`src/rtl/cern_vme_master_if.sv`:
```
// Bus bundle for the VME-style register master: the host request/response
// channel plus the strobe/done register bus towards the slave maps.
// The master modport is the initiator's view and the slave modport is the mirror view.
interface cern_vme_master_if #(
    parameter int ADDR_WIDTH = 20,
    parameter int DATA_WIDTH = 32
);
    // host request channel
    logic                  req_valid;
    logic                  req_ready;
    logic                  req_we;
    logic [ADDR_WIDTH-1:0] req_addr;
    logic [DATA_WIDTH-1:0] req_wdata;

    // host response channel
    logic                  resp_valid;
    logic                  resp_ready;
    logic [DATA_WIDTH-1:0] resp_rdata;
    logic                  resp_err;
    logic [7:0]            err_count;

    // register bus towards the slave maps
    logic [ADDR_WIDTH-1:0] VMEAddr;
    logic [DATA_WIDTH-1:0] VMEWrData;
    logic                  VMERdMem;
    logic                  VMEWrMem;
    logic [DATA_WIDTH-1:0] VMERdData;
    logic                  VMERdDone;
    logic                  VMEWrDone;

    modport master (
        input  req_valid, req_we, req_addr, req_wdata, resp_ready,
               VMERdData, VMERdDone, VMEWrDone,
        output req_ready, resp_valid, resp_rdata, resp_err, err_count,
               VMEAddr, VMEWrData, VMERdMem, VMEWrMem
    );

    modport slave (
        output req_valid, req_we, req_addr, req_wdata, resp_ready,
               VMERdData, VMERdDone, VMEWrDone,
        input  req_ready, resp_valid, resp_rdata, resp_err, err_count,
               VMEAddr, VMEWrData, VMERdMem, VMEWrMem
    );
endinterface

```
`src/rtl/cern_vme_master.sv`:
```
// Single-outstanding initiator for the strobe/done register bus.
// A host request becomes a one-cycle read or write strobe. Address and write data
// stay on the bus until the matching done pulse arrives. The result, or a timeout
// error, is then offered on the response channel until the host takes it.
module cern_vme_master #(
    parameter int ADDR_WIDTH = 20,
    parameter int DATA_WIDTH = 32,
    parameter int TIMEOUT    = 255   // WAIT cycles before giving up, 1..65535
) (
    input  logic Clk,
    input  logic rst_n,
    cern_vme_master_if.master bus
);

    typedef enum logic [1:0] {
        IDLE   = 2'd0,
        STROBE = 2'd1,
        WAIT   = 2'd2,
        RESP   = 2'd3
    } state_t;

    localparam int CNT_W = 16;
    // The counter is compared against TIMEOUT-1 so that the last WAIT cycle
    // without a done is the TIMEOUT-th one.
    localparam logic [CNT_W-1:0] TO_LAST = CNT_W'(TIMEOUT - 1);
    // Word-aligned bus: the two byte-lane bits are never driven.
    localparam logic [ADDR_WIDTH-1:0] ADDR_MASK = {{(ADDR_WIDTH-2){1'b1}}, 2'b00};

    state_t           state;
    state_t           state_nxt;
    logic             we_q;
    logic [CNT_W-1:0] wait_cnt;
    logic             done_hit;
    logic             timeout_hit;

    // Saturating increment for the 8-bit error counter.
    function automatic logic [7:0] sat_inc8(input logic [7:0] v);
        return (v == 8'hFF) ? v : v + 8'd1;
    endfunction

    // Only the done that matches the operation in flight counts.
    assign done_hit    = we_q ? bus.VMEWrDone : bus.VMERdDone;
    assign timeout_hit = (wait_cnt == TO_LAST);

    // State register; reset abandons any transaction in flight.
    always_ff @(posedge Clk) begin
        if (!rst_n) begin
            state <= IDLE;
        end else begin
            state <= state_nxt;
        end
    end

    // Next-state logic: done beats timeout when both land in the same cycle.
    always_comb begin
        state_nxt = state;
        case (state)
            IDLE:    if (bus.req_valid) state_nxt = STROBE;
            STROBE:  state_nxt = WAIT;
            WAIT:    if (done_hit || timeout_hit) state_nxt = RESP;
            RESP:    if (bus.resp_ready) state_nxt = IDLE;
            default: state_nxt = IDLE;
        endcase
    end

    // Handshake and strobe outputs decoded from the current state.
    always_comb begin
        bus.req_ready  = 1'b0;
        bus.resp_valid = 1'b0;
        bus.VMERdMem   = 1'b0;
        bus.VMEWrMem   = 1'b0;
        case (state)
            IDLE:    bus.req_ready  = 1'b1;
            STROBE: begin
                bus.VMERdMem = ~we_q;
                bus.VMEWrMem = we_q;
            end
            RESP:    bus.resp_valid = 1'b1;
            default: ;
        endcase
    end

    // Capture the accepted request onto the bus; values persist through IDLE.
    always_ff @(posedge Clk) begin
        if (!rst_n) begin
            we_q          <= 1'b0;
            bus.VMEAddr   <= '0;
            bus.VMEWrData <= '0;
        end else if (state == IDLE && bus.req_valid) begin
            we_q        <= bus.req_we;
            bus.VMEAddr <= bus.req_addr & ADDR_MASK;
            if (bus.req_we) begin
                bus.VMEWrData <= bus.req_wdata;
            end
        end
    end

    // Timeout counter: cleared in the strobe cycle and advanced on each idle WAIT cycle.
    always_ff @(posedge Clk) begin
        if (!rst_n) begin
            wait_cnt <= '0;
        end else if (state == STROBE) begin
            wait_cnt <= '0;
        end else if (state == WAIT && !done_hit && !timeout_hit) begin
            wait_cnt <= wait_cnt + CNT_W'(1);
        end
    end

    // Response capture and error accounting, updated only when WAIT resolves.
    always_ff @(posedge Clk) begin
        if (!rst_n) begin
            bus.resp_rdata <= '0;
            bus.resp_err   <= 1'b0;
            bus.err_count  <= '0;
        end else if (state == WAIT) begin
            if (done_hit) begin
                bus.resp_rdata <= we_q ? '0 : bus.VMERdData;
                bus.resp_err   <= 1'b0;
            end else if (timeout_hit) begin
                bus.resp_rdata <= '0;
                bus.resp_err   <= 1'b1;
                bus.err_count  <= sat_inc8(bus.err_count);
            end
        end
    end

endmodule

```
`src/flat_wrapper.sv`:
```
// flat-port wrapper written by rule: the top's interface ports become plain ports
module cern_vme_master_flat 
#(
    parameter int ADDR_WIDTH = 20,
    parameter int DATA_WIDTH = 32,
    parameter int TIMEOUT    = 255                                            
)
  (Clk, rst_n, bus_req_valid, bus_req_we, bus_req_addr, bus_req_wdata, bus_resp_ready, bus_VMERdData, bus_VMERdDone, bus_VMEWrDone, bus_req_ready, bus_resp_valid, bus_resp_rdata, bus_resp_err, bus_err_count, bus_VMEAddr, bus_VMEWrData, bus_VMERdMem, bus_VMEWrMem);
  cern_vme_master_if #(.ADDR_WIDTH(ADDR_WIDTH), .DATA_WIDTH(DATA_WIDTH)) bus_i ();
  input  logic Clk;
  input  logic rst_n;
  input wire logic [$bits(bus_i.req_valid)-1:0] bus_req_valid;
  input wire logic [$bits(bus_i.req_we)-1:0] bus_req_we;
  input wire logic [$bits(bus_i.req_addr)-1:0] bus_req_addr;
  input wire logic [$bits(bus_i.req_wdata)-1:0] bus_req_wdata;
  input wire logic [$bits(bus_i.resp_ready)-1:0] bus_resp_ready;
  input wire logic [$bits(bus_i.VMERdData)-1:0] bus_VMERdData;
  input wire logic [$bits(bus_i.VMERdDone)-1:0] bus_VMERdDone;
  input wire logic [$bits(bus_i.VMEWrDone)-1:0] bus_VMEWrDone;
  output wire logic [$bits(bus_i.req_ready)-1:0] bus_req_ready;
  output wire logic [$bits(bus_i.resp_valid)-1:0] bus_resp_valid;
  output wire logic [$bits(bus_i.resp_rdata)-1:0] bus_resp_rdata;
  output wire logic [$bits(bus_i.resp_err)-1:0] bus_resp_err;
  output wire logic [$bits(bus_i.err_count)-1:0] bus_err_count;
  output wire logic [$bits(bus_i.VMEAddr)-1:0] bus_VMEAddr;
  output wire logic [$bits(bus_i.VMEWrData)-1:0] bus_VMEWrData;
  output wire logic [$bits(bus_i.VMERdMem)-1:0] bus_VMERdMem;
  output wire logic [$bits(bus_i.VMEWrMem)-1:0] bus_VMEWrMem;
  assign bus_i.req_valid = bus_req_valid;
  assign bus_i.req_we = bus_req_we;
  assign bus_i.req_addr = bus_req_addr;
  assign bus_i.req_wdata = bus_req_wdata;
  assign bus_i.resp_ready = bus_resp_ready;
  assign bus_i.VMERdData = bus_VMERdData;
  assign bus_i.VMERdDone = bus_VMERdDone;
  assign bus_i.VMEWrDone = bus_VMEWrDone;
  assign bus_req_ready = bus_i.req_ready;
  assign bus_resp_valid = bus_i.resp_valid;
  assign bus_resp_rdata = bus_i.resp_rdata;
  assign bus_resp_err = bus_i.resp_err;
  assign bus_err_count = bus_i.err_count;
  assign bus_VMEAddr = bus_i.VMEAddr;
  assign bus_VMEWrData = bus_i.VMEWrData;
  assign bus_VMERdMem = bus_i.VMERdMem;
  assign bus_VMEWrMem = bus_i.VMEWrMem;
  cern_vme_master #(.ADDR_WIDTH(ADDR_WIDTH), .DATA_WIDTH(DATA_WIDTH), .TIMEOUT(TIMEOUT)) u_core (.Clk(Clk), .rst_n(rst_n), .bus(bus_i));
endmodule
```
`config.mk`:
```
export PLATFORM = sky130hd
export DESIGN_NAME = cern_vme_master_flat
export DESIGN_NICKNAME = d
export VERILOG_FILES = /design/src/rtl/cern_vme_master_if.sv /design/src/rtl/cern_vme_master.sv /design/src/flat_wrapper.sv
export SDC_FILE = /design/constraint.sdc
export NUM_CORES = 1
export LEC_CHECK = 0
export BUFFER_PORTS_ARGS = -buffer_cell sky130_fd_sc_hd__buf_2
export CAP_MARGIN = 10
export CELL_PAD_IN_SITES_DETAIL_PLACEMENT = 1
export CELL_PAD_IN_SITES_GLOBAL_PLACEMENT = 2
export CORE_MARGIN = 3
export CORE_UTILIZATION = 27
export CTS_BUF_LIST = sky130_fd_sc_hd__clkbuf_8
export DETAILED_ROUTE_END_ITERATION = 8
export PLACE_DENSITY_LB_ADDON = 0.05
export SKIP_LAST_GASP = 1
export SYNTH_ARGS = -nofsm -noshare
export SYNTH_HDL_FRONTEND = slang
export SYNTH_SLANG_ARGS = --single-unit
```
`constraint.sdc`:
```
create_clock -name Clk -period 2.4 [get_ports Clk]
set_input_delay 0.48 -clock Clk [delete_from_list [all_inputs] [get_ports Clk]]
set_output_delay 0.48 -clock Clk [all_outputs]
set_load 0.01 [all_outputs]
```
== Word level (Yosys, flattened, before mapping) ==
Cells that the tools add are included.

* Register bits: 110
* Bits of input ports: 91
* Output and inout bits: 97

* Equal/unequal tests: 8
* Add/sub/neg operators: 2
* Bitwise logic cells: 4
* Muxes and demuxes: 14
* Reduce and logical (&&, ||, !) cells: 13

{| class="wikitable"
|+ Operators with widths
! kind !! count
|-
| 32-bit two-way mux || 3
|-
| 16-bit by 1-bit adder with 16-bit output, second input constant || 1
|-
| 16-bit by 8-bit equality test with 1-bit output, second input constant || 1
|-
| 8-bit by 1-bit adder with 8-bit output, second input constant || 1
|-
| 8-bit equality test, second input constant || 1
|-
| 2-bit one-hot mux with 4 select lines || 1
|-
| 1-bit two-way mux || 7
|-
| 2-bit two-way mux || 3
|-
| 2-bit equality test, second input constant || 2
|-
| 2-bit inequality test, second input constant || 2
|-
| 1-bit inverter || 4
|-
| 2-bit AND reduction || 2
|-
| 4-bit AND reduction || 1
|-
| 1-bit logical AND || 3
|-
| 3-bit AND reduction || 1
|-
| 2-bit by 1-bit equality test with 1-bit output, second input constant || 1
|-
| 1-bit logical NOT || 2
|-
| 2-bit logical NOT || 1
|-
| 2-bit by 1-bit inequality test with 1-bit output, second input constant || 1
|-
| 2-bit nonzero test || 1
|-
| 2-bit OR reduction || 1
|-
| 1-bit logical OR || 1
|}

== Longest topological paths before layout ==
Gate-level depths: netlist (run 1).

* Depth after elaboration: 4
* Gate-level depth with buffers: 8
* Depth with buffers taken out: 6

== Worst setup path before layout (run 1) ==
Ideal clock, no wire load.

* Kind: flip-flop to flip-flop
* From: register u_core.wait_cnt[10]
* To: register u_core.bus.err_count[5]
* Stages on the path, launching flop included: 6
* Setup slack: 0.205 ns
* Arrival time: 2.124 ns
* Setup time: 0.070 ns
* Cell sequence: dfxtp_1 -> or4_4 -> or4_4 -> buf_6 -> or4_1 -> a21oi_1

* Word-level cells in the longest chain between the ends: 2

{| class="wikitable"
|+ Ends and longest elaborated chain
! item !! line !! RTL
|-
| from (decl) || cern_vme_master.sv:32 || <nowiki>logic [CNT_W-1:0] wait_cnt;</nowiki>
|-
| from (signal assigned) || cern_vme_master.sv:105 || <nowiki>wait_cnt <= wait_cnt + CNT_W'(1);</nowiki>
|-
| 16-bit by 8-bit equality test with 1-bit output || cern_vme_master.sv:43 || <nowiki>assign timeout_hit = (wait_cnt == TO_LAST);</nowiki>
|-
| 4-bit AND reduction (no line) || - ||
|-
| to (signal assigned) || cern_vme_master.sv:122 || <nowiki>bus.err_count <= sat_inc8(bus.err_count);</nowiki>
|-
| to (decl) || cern_vme_master_if.sv:34 || <nowiki>output req_ready, resp_valid, resp_rdata, resp_err, err_count,</nowiki>
|}

No other way between the ends.
A chain may end at the register's enable or synchronous reset.

== Final worst setup path (run 1) ==
* From: register u_core.wait_cnt[10]
* To: register u_core.bus.err_count[2]

The elaborated chain is that of the path after synthesis.

==> flow_summary.json, run 1 <==
{
  "avgRoutedWirePerCell_um": 15.69,
  "via_per_inst": 4.648,
  "hpwl_mm": 10.44,
  "slew_viol_final": 0,
  "required_ns": 2.69,
  "portBuffers": 183,
  "slowest_stage": "or4_4",
  "fillCellCount": 1902,
  "firstDrtPassIters": 4,
  "start_kind": "register",
  "ys_top_cells_by_area": "dfxtp_1, nand2_1, a21oi_1",
  "yosysTopAreaCell": "dfxtp_1",
  "synth_top_cell_area_share_pct": 51.37,
  "routed_wl_mm": 13.98,
  "arrival_ns": 2.52,
  "cts.sinks": 110,
  "grt_start_max_net_pins": 34,
  "worst-path-buf-inv": 0,
  "grt_use_total_pct": 15.91,
  "crit_type": "register to register",
  "syn_area_sq_mm": 0.004287,
  "drive_gt1_share_pct": 33.83,
  "syn_inst": 488,
  "area_delta_synth_final_pct": 33.16,
  "die_w_um": 132,
  "stdcell_count": 891,
  "cts_setup_buffers": 0,
  "max_freq_mhz": 447.3,
  "p_leak_nw": 2.552,
  "nNetsFinal": 770,
  "fp.coreArea_sq_mm": 0.01537,
  "rsz0062_at_grt": "false",
  "row_count": 45,
  "crit_top_cell": "or4_4",
  "drtIter0Drc": 166,
  "clk_path_buf_depth": 2,
  "status": "finished clean",
  "cts_root_buf": "clkbuf_8",
  "irDropWorstVdd_mv": 0.3001,
  "final_antenna_net_count": 0,
  "relSlewSlack_pct": 54.36,
  "setup_tns_ns": 0,
  "cts_tree": "done",
  "synth-seq-area-share_pct": 51.37,
  "p_per_area_mw_per_mm2": 772.3,
  "avgSynthCellArea_sq_um": 8.784,
  "cts_resized": 0,
  "place_inst": 872,
  "die_y_um": 132,
  "critical_path.max_stage_delay_ns": 0.61,
  "ys_types": 41,
  "drv_cap": 0,
  "start_util_pct": 27.89,
  "pin_count": 188,
  "cts_inserted_buffers": 9,
  "antenna_found_initial": 4,
  "fin_crit_ns": 2.236,
  "path_cells": "or4_4, or4_4, or4_1, mux2i_1",
  "drcViolationCount": 0,
  "grt_pass1_vias": 4231,
  "min_period_over_period_pct": 93.15,
  "holdBufCountCts": 0,
  "path_clk_slew_ns": 0.11,
  "htreeDepth": 3,
  "finalHoldViolCount": 0,
  "final_cell_mix": "buf_2, nand2_1, dfxtp_1",
  "ys_seq_elements": 110,
  "vias": 4141,
  "tightest_slew_ns": 0.6829,
  "cpLargestDelayFamily": "simple AND/OR/NAND/NOR gates",
  "dieArea_sq_mm": 0.01742,
  "power_mw": 4.408,
  "grt_overflow_total": 0,
  "fin_worst_skew_ns": 0.01178,
  "setup_viol": 0,
  "clk_latency_ns": 0.38,
  "synth_warnings": 0,
  "grt_pass1_wl_mm": 22.31,
  "place_congestion": 0.7263,
  "mostFrequentLayoutCell": "buf_2",
  "cp_max_fo": 11,
  "end_kind": "register",
  "hp-class": "primary input to register"
}
-- final timing paths --
kind,start,endpoint,slack [ns],depth (start not counted)
max,u_core.wait_cnt[10],u_core.bus.err_count[2],0.16,4
min,bus_VMERdData[30],u_core.bus.resp_rdata[30],0.31,2
max reg2reg,u_core.wait_cnt[10],u_core.bus.err_count[2],0.16,4
min reg2reg,u_core.bus.VMEWrData[28],u_core.bus.VMEWrData[28],0.46,2
-- kinds of logic (layout without fill, tap and decap cells) --
logic type | count (synthesis) | after routing | share of synthesized area [%]
simple gates | 195 | 195 | 21.48
mux | 15 | 15 | 3.532
fa+ha+maj | 7 | 7 | 2.043
xor+xnor | 1 | 1 | 0.2044
compound gates | 117 | 117 | 17.25
flops | 110 | 110 | 51.37
buf+inv | 42 | 230 | 4.028
other cells | 1 | 5 | 0.08748
-- report_power, final --
| part | switching [mW] | internal [mW] | leakage, nW |
|---|---|---|---|
| Clock | 0.664 | 0.521 | 0.106 |
| Sequential | 0.0979 | 2.01 | 0.893 |
| Combinational | 0.684 | 0.433 | 1.55 |
-- cell type report --
cell class / instances / area [sq um] / area share [%]
Inverter: 11 / 41.29 / 0.7234
Tap cell: 211 / 264.0 / 4.625
Clock inverter: 6 / 70.07 / 1.228
Clock buffer: 10 / 137.6 / 2.411
Multi-Input combinational cell: 337 / 1919 / 33.63
Sequential cell: 110 / 2202 / 38.58
Timing Repair Buffer: 203 / 1066 / 18.68
Antenna cell: 3 / 7.507 / 0.1315
-- per-layer routing --
metal	vias up	routed length [um]	global-route usage (%)
met3	16	1216	7.710
li1	2058	-	-
met5	-	21	0
met4	4	216	4.026
met1	1977	5533	17.72
met2	86	6988	27.28
-- sequential cells by signal (all words and copies together), names as in the netlist --
signal / cells
u_core.bus.VMEWrData: 32
u_core.bus.resp_rdata: 32
u_core.bus.VMEAddr: 18
u_core.wait_cnt: 16
u_core.bus.err_count: 8
u_core.state: 2
u_core.bus.resp_err: 1
u_core.we_q: 1
-- worst reg2reg max path, stage by stage, from the launching register on --
cell     delay [ns]
dfxtp_1        0.33
or4_4          0.55
or4_4          0.61
or4_1          0.52
mux2i_1        0.13
-- synth_stat cells, drive strengths merged --
| library cell | instances |
|---|---|
| or4b | 1 |
| nor4b | 1 |
| nor2 | 4 |
| and4b | 1 |
| nand2b | 6 |
| xnor2 | 1 |
| or4 | 8 |
| clkbuf | 26 |
| a211oi | 2 |
| dfxtp | 110 |
| a21oi | 65 |
| and3 | 3 |
| nand4b | 1 |
| mux2 | 1 |
| conb | 1 |
| nand3b | 1 |
| and4 | 1 |
| mux2i | 14 |
| o41ai | 1 |
| or3 | 6 |
| or2 | 5 |
| nand2 | 125 |
| and2 | 3 |
| nand3 | 12 |
| a211o | 3 |
| a22o | 32 |
| buf | 5 |
| nor2b | 3 |
| a2bb2oi | 1 |
| inv | 11 |
| nor4 | 9 |
| nand4 | 4 |
| o31ai | 4 |
| nor3 | 1 |
| o21ai | 9 |
| ha | 7 |
-- metrics by stage --
stage                     utilization, %  cell area (sq um)  hold WS, ns  setup slack [ns]
after global placement             35.73               5493       0.4395            0.1562
after CTS                          37.09               5700       0.2820            0.1509
final                              37.13               5708       0.3054            0.1643
after floorplan                        -               4290       0.4429            0.2051
after detailed placement           35.73               5493       0.4434            0.1659
after global routing               37.12               5705       0.2697           0.06596
(Power assumes the default switching activity.)
==> run 2: changes to the inputs <==
--- a/config.mk
+++ b/config.mk
@@ -10,8 +10,7 @@
 export CELL_PAD_IN_SITES_DETAIL_PLACEMENT = 1
 export CELL_PAD_IN_SITES_GLOBAL_PLACEMENT = 2
 export CORE_MARGIN = 3
-export CORE_UTILIZATION = 27
-export CTS_BUF_LIST = sky130_fd_sc_hd__clkbuf_8
+export CORE_UTILIZATION = 26
 export DETAILED_ROUTE_END_ITERATION = 8
 export PLACE_DENSITY_LB_ADDON = 0.05
 export SKIP_LAST_GASP = 1
==> run 2 against run 1 <==
Compared with the run above:
- clock power up 24%
- setup slack better by 0.0030 ns
- power increased by 6.5%
- critical path depth stayed put
- worst hold slack improved by 0.033 ns
- register-to-register slack barely moved
- count of clock-buffer cells in the layout increased by 1
- via count is essentially flat
- non-clock buffer count rose by 1
- global-route usage increased by 0.13 points
- cell count rose by 0.34%
- critical endpoint unchanged
==> flow_summary.json, run 2 (same netlist as run 1, synthesis figures left out) <==
{
  "grt_pass1_wl_mm": 23.04,
  "area_delta_synth_final_pct": 35.35,
  "drcViolationCount": 0,
  "irDropWorstVdd_mv": 0.3632,
  "min_period_over_period_pct": 93.03,
  "end_kind": "register",
  "holdBufCountCts": 0,
  "p_comb_share_pct": 23.9,
  "hp-start": "bus_VMERdData[4]",
  "path_cells": "or4_4, or4_4, or4_1, mux2i_1",
  "avgRoutedWirePerCell_um": 15.99,
  "min_path_cells": 2,
  "dieArea_sq_mm": 0.01806,
  "cts.sinks": 110,
  "relSlewSlack_pct": 54.96,
  "slowest_stage": "or4_4",
  "cts_tree": "done",
  "htreeDepth": 3,
  "fillCellCount": 1974,
  "top_regs": "u_core.bus.VMEWrData (32), u_core.bus.resp_rdata (32), u_core.bus.VMEAddr (18)",
  "setup_viol": 0,
  "power.switching_mw": 1.503,
  "die_y_um": 134.4,
  "path_clk_slew_ns": 0.08,
  "hpwl_mm": 10.69,
  "cp_max_fo": 8,
  "arrival_ns": 2.48,
  "place_inst": 878,
  "max_freq_mhz": 447.9,
  "hp-class": "primary input to register",
  "nNetsFinal": 771,
  "design_area_sq_mm": 0.005802,
  "die_w_um": 134.4,
  "crit_type": "register to register",
  "p_per_area_mw_per_mm2": 809.5,
  "switching_share_pct": 31.99,
  "cts_setup_buffers": 0,
  "required_ns": 2.64,
  "fp.coreArea_sq_mm": 0.01600,
  "firstDrtPassIters": 4,
  "antenna_found_initial": 2,
  "drv_cap": 0,
  "cts_inserted_buffers": 9,
  "vias": 4137,
  "clk_latency_ns": 0.36,
  "internal_power_mw": 3.194,
  "reg2reg_depth": 4,
  "start_util_pct": 26.79,
  "stdcell_count": 894,
  "cts_root_buf": "clkbuf_16",
  "crit_top_cell": "or4_4",
  "slew_viol_final": 0,
  "final_cell_mix": "buf_2, nand2_1, dfxtp_1",
  "routed_wl_mm": 14.29,
  "clk_path_buf_depth": 2,
  "critical_path.max_stage_delay_ns": 0.60,
  "grt_pass1_vias": 4353,
  "p_leak_nw": 2.593,
  "mostFrequentLayoutCell": "buf_2",
  "cts_resized": 0,
  "dpl_cell_area_sq_mm": 0.005519,
  "grt_overflow_total": 0,
  "drive_gt1_share_pct": 33.92,
  "final_antenna_net_count": 0,
  "via_per_inst": 4.628,
  "power_frac_seq_pct": 44.8,
  "pin_count": 188,
  "place_congestion": 0.7659,
  "start_kind": "register",
  "pwr-share-clk_pct": 31.3,
  "portBuffers": 183,
  "fin_crit_ns": 2.233,
  "seqCellArea_sq_mm": 0.002202,
  "drtIter0Drc": 129,
  "setup_tns_ns": 0,
  "grt_use_total_pct": 16.03,
  "row_count": 46,
  "multiInputGateArea_sq_mm": 0.001919,
  "finalHoldViolCount": 0,
  "worst_slack_ns": 0.1673,
  "fin_worst_skew_ns": 0.008887,
  "status": "finished clean",
  "dp_slack_ns": 0.1788,
  "tightest_slew_ns": 0.6740,
  "critPathLaunch": "u_core.wait_cnt[10]",
  "rsz0062_at_grt": "false",
  "n_antenna_cell": 0,
  "grt_start_max_net_pins": 52,
  "r2r_start": "u_core.wait_cnt[10]"
}
## run 2: changes by cell type in the layout (fill, tap and decap cells not counted), moves of 2 or more
cell | previous run | this run
clkbuf_16 | 0 | 9
clkbuf_8 | 10 | 1
diode_2 | 3 | 0
inv_6 | 1 | 3
## run 2: layout make-up
class,count,share of cell area (%)
inverters,11,0.7117
well taps,216,4.658
flip-flops and latches,110,37.96
clock buffers,11,4.184
repair buffers,204,18.72
clock inverters,5,0.6901
multi-input cells,337,33.08
## run 2: metal layers
layer | wire length, um | global-route usage [%] | share of wire, % | vias to the layer above
met5 | 27 | 0 | 0.19 | -
met4 | 266 | 4.581 | 1.9 | 4
met3 | 950 | 6.789 | 6.6 | 23
met2 | 7436 | 28.38 | 52 | 86
met1 | 5609 | 17.54 | 39 | 1960
li1 | - | - | - | 2064
## run 2: worst max-delay path: cells and delay by family (launching register included)
kind | cells | cell delay, ns
multiplexers | 1 | 0.14
AND/OR/NAND/NOR | 3 | 1.68
flip-flops | 1 | 0.32
## run 2: power by group through the flow
stage               clock [mW]  combinational, mW  sequential [mW]
floorplan                    0              0.567             2.22
global placement             0               1.12             2.14
detailed placement           0               1.15             2.15
CTS                       1.54               1.15             2.11
global route              1.61               1.26             2.13
finish                    1.47               1.12             2.11
## run 2: path summary, 6_finish.rpt
kind	end	slack, ns
worst max-delay path	u_core.bus.err_count[2]	0.17
worst min-delay path	u_core.bus.resp_rdata[4]	0.34
worst max register to register	u_core.bus.err_count[2]	0.17
worst min register to register	u_core.bus.VMEAddr[16]	0.45
## run 2: through the flow
step	hold WS, ns	power [mW]	util, %
after detailed placement	0.4434	3.294	34.49
final	0.3387	4.697	36.26
after floorplan	0.4429	2.788	-
after CTS	0.3184	4.795	36.26
after global placement	0.4397	3.254	34.49
after global routing	0.3161	5.008	36.26
==> run 3: changes to the inputs <==
==> constraint.sdc (replaced) <==
create_clock -name Clk -period 2.4 [get_ports Clk]
set_input_delay 0.12 -clock Clk [delete_from_list [all_inputs] [get_ports Clk]]
set_output_delay 0.12 -clock Clk [all_outputs]
set_load 0.01 [all_outputs]
==> run 3 against run 2 <==
Compared with the run above:
- sequential power about the same
- sequential share of layout area decreased by 4.5 points
- clock skew decreased by 0.0031 ns
- clock power decreased by 3%
- first-iteration DRC count increased by 19%
- power increased by 1.6%
- register-to-register slack got worse by 0.03 ns
- global-route usage increased by 1.3 points
- maximum frequency decreased by 1.5%
- via count increased by 8.8%
==> flow_summary.json, run 3 (same netlist as run 1, synthesis figures left out) <==
{
  "start_util_pct": 26.79,
  "avgRoutedWirePerCell_um": 16.04,
  "start_kind": "register",
  "p_leak_nw": 2.915,
  "area_delta_synth_final_pct": 53.77,
  "top_regs": "u_core.bus.VMEWrData (32), u_core.bus.resp_rdata (32), u_core.bus.VMEAddr (18)",
  "dpl_cell_area_sq_mm": 0.005489,
  "via_per_inst": 4.634,
  "r2r-end": "u_core.bus.err_count[2]",
  "reg2reg_depth": 4,
  "cpLargestDelayFamily": "simple AND/OR/NAND/NOR gates",
  "critPathLaunch": "u_core.wait_cnt[15]",
  "grt_start_max_net_pins": 52,
  "finalHoldViolCount": 0,
  "final_core_utilization_pct": 41.19,
  "cts.sinks": 110,
  "cts_setup_buffers": 0,
  "final_antenna_net_count": 0,
  "drv_cap": 0,
  "slowest_stage": "or4b_1",
  "hpwl_mm": 10.89,
  "grt_use_total_pct": 17.31,
  "htreeDepth": 3,
  "p_per_area_mw_per_mm2": 724.1,
  "r2r_start": "u_core.wait_cnt[15]",
  "hold_slack_ns": 0.02178,
  "die_w_um": 134.4,
  "design_area_sq_mm": 0.006591,
  "n_antenna_cell": 0,
  "pin_count": 188,
  "mostFrequentLayoutCell": "buf_2",
  "crit_end": "u_core.bus.err_count[2]",
  "holdBufCountCts": 80,
  "cts_resized": 0,
  "cts_root_buf": "clkbuf_16",
  "arrival_ns": 2.51,
  "status": "finished clean",
  "row_count": 46,
  "grt_pass1_vias": 4851,
  "fillCellCount": 1982,
  "slew_viol_final": 0,
  "dieArea_sq_mm": 0.01806,
  "irDropWorstVdd_mv": 0.3570,
  "clk_latency_ns": 0.35,
  "path_clk_slew_ns": 0.08,
  "path_cells": "or4b_1, or4_4, or4_1, mux2i_1",
  "cts_inserted_buffers": 9,
  "final_cell_mix": "buf_2, nand2_1, dfxtp_1",
  "cp_max_fo": 8,
  "min_period_over_period_pct": 94.46,
  "place_congestion": 0.7492,
  "firstDrtPassIters": 4,
  "fin_crit_ns": 2.267,
  "drcViolationCount": 0,
  "portBuffers": 183,
  "required_ns": 2.65,
  "grt_pass1_wl_mm": 25.11,
  "crit_type": "register to register",
  "critical_path.max_stage_delay_ns": 0.60,
  "tightest_slew_ns": 0.7012,
  "routed_wl_mm": 15.57,
  "drtIter0Drc": 153,
  "grt_overflow_total": 0,
  "relSlewSlack_pct": 53.14,
  "path_depth": 4,
  "rsz0062_at_grt": "false",
  "setup_tns_ns": 0,
  "fp.coreArea_sq_mm": 0.01600,
  "fin_worst_skew_ns": 0.005820,
  "reg2reg_slack_ns": 0.13,
  "hp-class": "primary input to register",
  "max_freq_mhz": 441.1,
  "clk_path_buf_depth": 2,
  "end_kind": "register",
  "cts_tree": "done",
  "setup_viol": 0,
  "drive_gt1_share_pct": 30.20,
  "die_y_um": 134.4,
  "antenna_found_initial": 0,
  "worst-path-buf-inv": 0,
  "nNetsFinal": 848,
  "vias": 4500
}
==> run 3: cell count changes in the layout (fill, tap and decap cells not counted) <==
cell and change:
clkinv_2 +2, clkbuf_8 -1, dlygate4sd3_1 +80, clkinvlp_4 +1, buf_16 +1, buf_4 -4
inv_6 -1, clkbuf_1 -1
==> run 3: worst min path at each step <==
stage,startpoint,to,slack [ns],cells past startpoint
floorplan,bus_VMERdData[0],u_core.bus.resp_rdata[0],0.25,1
global placement,bus_VMERdData[27],u_core.bus.resp_rdata[27],0.34,2
detailed placement,bus_VMERdData[24],u_core.bus.resp_rdata[24],0.34,2
CTS,bus_req_addr[6],u_core.bus.VMEAddr[6],0.0008,3
global route,bus_req_addr[6],u_core.bus.VMEAddr[6],0.02,3
finish,bus_req_addr[6],u_core.bus.VMEAddr[6],0.02,3
==> run 3: area by class of cell <==
type                            instances  area (sq um)  area share (%)
Inverter                               11         41.29          0.6264
Sequential cell                       110          2202           33.41
Tap cell                              216         270.3           4.100
Multi-Input combinational cell        337          1919           29.12
Clock inverter                          7         48.80          0.7403
Clock buffer                            9         225.2           3.417
Timing Repair Buffer                  281          1884           28.59
==> run 3: metrics by stage <==
| stage | std cells | power [mW] | setup slack, ns |
|---|---|---|---|
| detailed placement | 874 | 3.283 | 0.1428 |
| global placement | 874 | 3.236 | 0.1677 |
| floorplan | 489 | 2.788 | 0.2051 |
| global route | 971 | 5.088 | 0.03296 |
| finish | 971 | 4.773 | 0.1330 |
| CTS | 970 | 4.860 | 0.1307 |
==> run 3: layer usage <==
| layer | wire, um | share of wire [%] | track usage (%) |
|---|---|---|---|
| met1 | 6091 | 39 | 18.83 |
| met2 | 8376 | 54 | 31.90 |
| met3 | 823 | 5.3 | 5.776 |
| met4 | 279 | 1.8 | 4.977 |
| met5 | 0 | 0 | 0 |
==> run 3: power breakdown <==
part / switching [mW] / total, mW / internal, mW
clock: 0.721 / 1.43 / 0.709
combinational: 0.711 / 1.23 / 0.519
sequential: 0.103 / 2.11 / 2.01
total: 1.54 / 4.77 / 3.24
==> run 3: worst min-delay path, stage by stage <==
cell and delay [ns]:
buf_2 0.10, nand2_1 0.06, a21oi_1 0.05
